$ cat src/rtl/alu_arbiter.sv
// alu_arbiter: two requesters share one combinational ALU through an arbiter.
// The granted operation is evaluated and captured, with its zero flag and
// requester ID, in a one-entry output register drained by a valid/ready port.
// Build option: define ALU_ARB_FIXED_PRIO_EN to make requester 0 always win
// contention (no last_grant state); otherwise arbitration is round-robin.
module alu_arbiter #(
    parameter int WIDTH = 32
) (
    input  logic             clk,
    input  logic             reset,
    input  logic             req0_valid,
    output logic             req0_ready,
    input  logic [WIDTH-1:0] req0_a,
    input  logic [WIDTH-1:0] req0_b,
    input  logic [2:0]       req0_ctrl,
    input  logic             req1_valid,
    output logic             req1_ready,
    input  logic [WIDTH-1:0] req1_a,
    input  logic [WIDTH-1:0] req1_b,
    input  logic [2:0]       req1_ctrl,
    output logic             resp_valid,
    input  logic             resp_ready,
    output logic [WIDTH-1:0] resp_result,
    output logic             resp_zero,
    output logic             resp_id
);

    typedef enum logic [2:0] {
        OP_ADD = 3'b000,
        OP_SUB = 3'b001,
        OP_AND = 3'b010,
        OP_OR  = 3'b011,
        OP_SLT = 3'b101
    } alu_op_e;

    logic             can_load;   // output register is free or being drained
    logic             gnt_any;    // some requester is asking
    logic             gnt_id;     // requester chosen this cycle
    logic             accept;     // the granted request is taken this cycle
    logic [WIDTH-1:0] sel_a;
    logic [WIDTH-1:0] sel_b;
    logic [2:0]       sel_ctrl;
    logic [WIDTH-1:0] alu_result;

    assign can_load = !resp_valid || resp_ready;
    assign gnt_any  = req0_valid || req1_valid;
    assign accept   = gnt_any && can_load;

    assign req0_ready = accept && !gnt_id;
    assign req1_ready = accept && gnt_id;

    // Operand mux driven by the grant.
    assign sel_a    = gnt_id ? req1_a    : req0_a;
    assign sel_b    = gnt_id ? req1_b    : req0_b;
    assign sel_ctrl = gnt_id ? req1_ctrl : req0_ctrl;

    // Shared ALU: modulo-2^WIDTH arithmetic, unused encodings yield zero.
    always_comb begin
        // NOTE: default assigned first so every path drives alu_result; a missing default would infer a latch.
        alu_result = '0;
        case (sel_ctrl)
            OP_ADD:  alu_result = sel_a + sel_b;
            OP_SUB:  alu_result = sel_a - sel_b;
            OP_AND:  alu_result = sel_a & sel_b;
            OP_OR:   alu_result = sel_a | sel_b;
            OP_SLT:  alu_result = {{(WIDTH-1){1'b0}}, ($signed(sel_a) < $signed(sel_b))};
            default: alu_result = '0;
        endcase
    end

    // One-entry output register: load on acceptance, clear valid on a pure drain.
    always_ff @(posedge clk or posedge reset) begin
        // NOTE: the result fields are reset as well because they are visible on resp_* straight after reset.
        if (reset) begin
            resp_valid  <= 1'b0;
            resp_result <= '0;
            resp_zero   <= 1'b0;
            resp_id     <= 1'b0;
        end else if (accept) begin
            // NOTE: non-blocking assignments so every flop samples pre-edge values regardless of statement order.
            resp_valid  <= 1'b1;
            resp_result <= alu_result;
            resp_zero   <= (alu_result == '0);
            resp_id     <= gnt_id;
        end else if (resp_ready) begin
            resp_valid  <= 1'b0;
        end
    end

`ifdef ALU_ARB_FIXED_PRIO_EN
    // Fixed priority: requester 1 is chosen only while requester 0 is idle.
    assign gnt_id = !req0_valid;
`else
    logic last_grant;   // requester accepted most recently

    // Round-robin grant: on contention pick the requester that did not win last.
    always_comb begin
        gnt_id = 1'b0;
        if (req0_valid && req1_valid) begin
            gnt_id = !last_grant;
        end else if (req1_valid) begin
            gnt_id = 1'b1;
        end
    end

    // Remember the last accepted requester; reset to 1 so requester 0 wins first.
    always_ff @(posedge clk or posedge reset) begin
        if (reset) begin
            last_grant <= 1'b1;
        end else if (accept) begin
            last_grant <= gnt_id;
        end
    end
`endif

endmodule

$ cat config.mk
export PLATFORM = sky130hd
export DESIGN_NAME = alu_arbiter
export DESIGN_NICKNAME = d
export VERILOG_FILES = /design/src/rtl/alu_arbiter.sv
export SDC_FILE = /design/constraint.sdc
export NUM_CORES = 1
export LEC_CHECK = 0
export CAP_MARGIN = 10
export CORE_ASPECT_RATIO = 1.25
export CORE_MARGIN = 5
export CORE_UTILIZATION = 30
export CTS_BUF_LIST = sky130_fd_sc_hd__clkbuf_8
export DETAILED_ROUTE_END_ITERATION = 6
export PLACE_DENSITY_LB_ADDON = 0.1
export SLEW_MARGIN = 20
export SYNTH_ARGS = -nofsm -noshare
export SYNTH_HDL_FRONTEND = slang
export SYNTH_SLANG_ARGS = --single-unit
$ cat constraint.sdc
create_clock -name clk -period 6.54 [get_ports clk]
set_input_delay 0.981 -clock clk [delete_from_list [all_inputs] [get_ports clk]]
set_output_delay 0.981 -clock clk [all_outputs]
set_load 0.005 [all_outputs]
==> results.ini <==
[run_status]
status=finished, final reports clean

[timing]
setup_ws_ps=315
finalCritPeriodShare_pct=95.2
timing.fmax_mhz=161
finClkSkew_ps=6.82
tightest_slew_ps=871
setup_viol=0
relSlewSlack_pct=40.7
slew_violations=0
rsz0062_at_grt=false
tns_ps=0
fin_crit_ps=6220
final_hold_viol_count=0

[worst_setup_path]
cp.arrival_ps=6430
reg2reg_depth=18
endpoint_kind=flop
startpoint_type=input pin
cp.required_ps=6750
crit_fanout=15
worstSetupPathType=in -> reg

[global_route]
grt_pass1_vias=8307
grt_use_total_pct=21.1
antenna_found_initial=0
grt_max_degree=37
grt_pass1_wl_um=46400
overflow=0

[clocking]
cts_buffer_depth=2
cts_max_level=2
ctsHoldBuffers=0
cts_tree=done
clk_pin_slew_ps=80
clock_sinks=36
cts_root_buf=clkbuf_8
numCtsBuffers=5
insertion_delay_ps=300

[synthesis]
synth_area_leaders=ha_1 (18%), nand2_1 (14%), dfrtp_1 (12%)
avgSynthCellArea_sq_um=6.58
synth_edf_count=0
syn-num-nets=1361
synthArstFlopShare_pct=100
synthFlopType=dfrtp_1
synthCells=1113
ys_ff_latch=36
synth_cell_types=79
synth_top_area_share_pct=18.3
yosysTopAreaCell=ha_1
yosysWarnings=0
synth_area_sq_um=7320
synth.yosys.seq_area_share_pct=12.3

[cells_and_area]
nets=1538
finish.utilization_pct=40.4
drive_above_1_share_pct=6.66
n_antenna_cell=0
synthToLayoutAreaGrowth_pct=34.0
stdcell_area_sq_um=9810

[die]
start_util_pct=30.2
core_sq_um=24300
die_h_um=185
num_io_pins=176
die_w_um=150
num_rows=64
dieArea_sq_um=27700

[power]
vdd_drop_max_mv=0.0814
power_density_nw_per_um2=184
p_leak_nw=4.49

[placement]
place_ws_ps=-16.7
dpl_cell_area_sq_um=9700
portBuffers=175
gp_congestion=0.940
hpwl_um=25000

[drt]
wl_per_cell_um=18.5
vias=8442
drc=0
finalWirelength_um=30000
viasPerCell=5.21
first_pass_iters=5
ant_nets=0
drt-initial-drc-count=397

[run]
drv_cap=0

[worst_hold_path]
min_path_cells=2
hold_class=reg -> reg

-- metrics by stage --
step                      std cells  power, W  hold WS [ps]
after floorplan                1113   0.00108           470
final                          1621   0.00180           484
after CTS                      1620   0.00181           489
after detailed placement       1612   0.00163           470
after global placement         1612   0.00164           462
after global routing           1621   0.00196           511
-- final timing paths --
| path | to | start | slack, ps |
|---|---|---|---|
| hold reg to reg | resp_result[9]$_DFFE_PP0P_ | resp_result[9]$_DFFE_PP0P_ | 480 |
| setup / recovery | resp_zero$_DFFE_PP0P_ | req0_valid | 320 |
| setup reg to reg | resp_zero$_DFFE_PP0P_ | last_grant$_DFFE_PP1P_ | 1120 |
| max in group asynchronous | last_grant$_DFFE_PP1P_ | reset | 5070 |
| min in group asynchronous | resp_result[1]$_DFFE_PP0P_ | reset | 1110 |
| hold / removal | resp_result[9]$_DFFE_PP0P_ | resp_result[9]$_DFFE_PP0P_ | 480 |
-- area by class of cell --
cell class | instances | area, sq um
fillers | 2643 | 14400
multi-input cells | 927 | 5860
repair buffers | 228 | 2200
flip-flops and latches | 36 | 902
well taps | 330 | 413
inverters | 92 | 345
clock buffers | 6 | 82.6
clock inverters | 2 | 10.0
-- timing repair --
item,in CTS,in global routing
gates resized for setup,0,0
setup buffers,0,1
setup endpoints to repair,0,1
-- power breakdown --
| group | internal, W | switching (W) |
|---|---|---|
| combinational | 0.000567 | 0.000765 |
| clock | 0.0000842 | 0.0000867 |
| sequential | 0.000271 | 0.0000309 |
| total | 0.000922 | 0.000883 |
-- routing by layer --
metal	up-vias	global-route usage (%)	part of all wire [%]	wire, um
met3	43	1.45	3.5	1050
met4	0	5.64	2.7	806
li1	4228	-	-	-
met2	215	39.7	52	15500
met5	-	0	0	0
met1	3956	25.7	42	12700
-- synthesized netlist by cell type (all sizes together) (10+ instances only) --
library cell / instances
a211oi: 29
a21oi: 89
buf: 11
clkbuf: 47
dfrtp: 35
ha: 107
inv: 92
mux2i: 14
nand2: 272
nand2b: 10
nand3: 13
nor2: 95
nor2b: 13
nor3: 17
o211ai: 10
o21ai: 72
o31ai: 15
xnor2: 17
-- worst max-delay path: stages --
cell             delay, ps
clkdlybuf4s50_1        630
a21bo_2                290
buf_4                  270
buf_4                  250
nand2_1                 70
nand2_1                110
inv_1                   70
ha_1                   270
or3b_2                 480
a311oi_1               370
a211oi_1                80
o21ai_0                200
a2bb2oi_1              220
a311oi_1               710
nand3b_1               230
o211ai_1               110
or4_1                  440
or3_1                  400
o31ai_2                210
-- flip-flops by register name, summed over array words and instances, names as in the netlist --
register / cells
resp_result: 32
last_grant: 1
resp_id: 1
resp_valid: 1
resp_zero: 1
-- kinds of logic (layout without fill, tap and decap cells) --
group,count (synthesis),in the layout,synth area share [%]
AOI/OAI and AO/OA,317,317,28.9
and+or+nand+nor,464,464,26.9
muxes,19,19,2.90
DFF,36,36,12.3
adders and majority gates,109,109,18.8
buffers and inverters,150,328,7.94
xor gates and xnor gates,18,18,2.15
-- cells in the final DEF (no fill, tap or decap), drive strengths merged, types with 14 or more instances in the layout --
cell type and n:
dfrtp 35, o31ai 15, ha 107, o21ai 72, nor3 17, clkdlybuf4s50 175
buf 53, nand2 272, mux2i 14, xnor2 17, a21oi 89, a211oi 29
nor2 95, inv 92
Note: power is estimated with default switching activity, not from simulation.
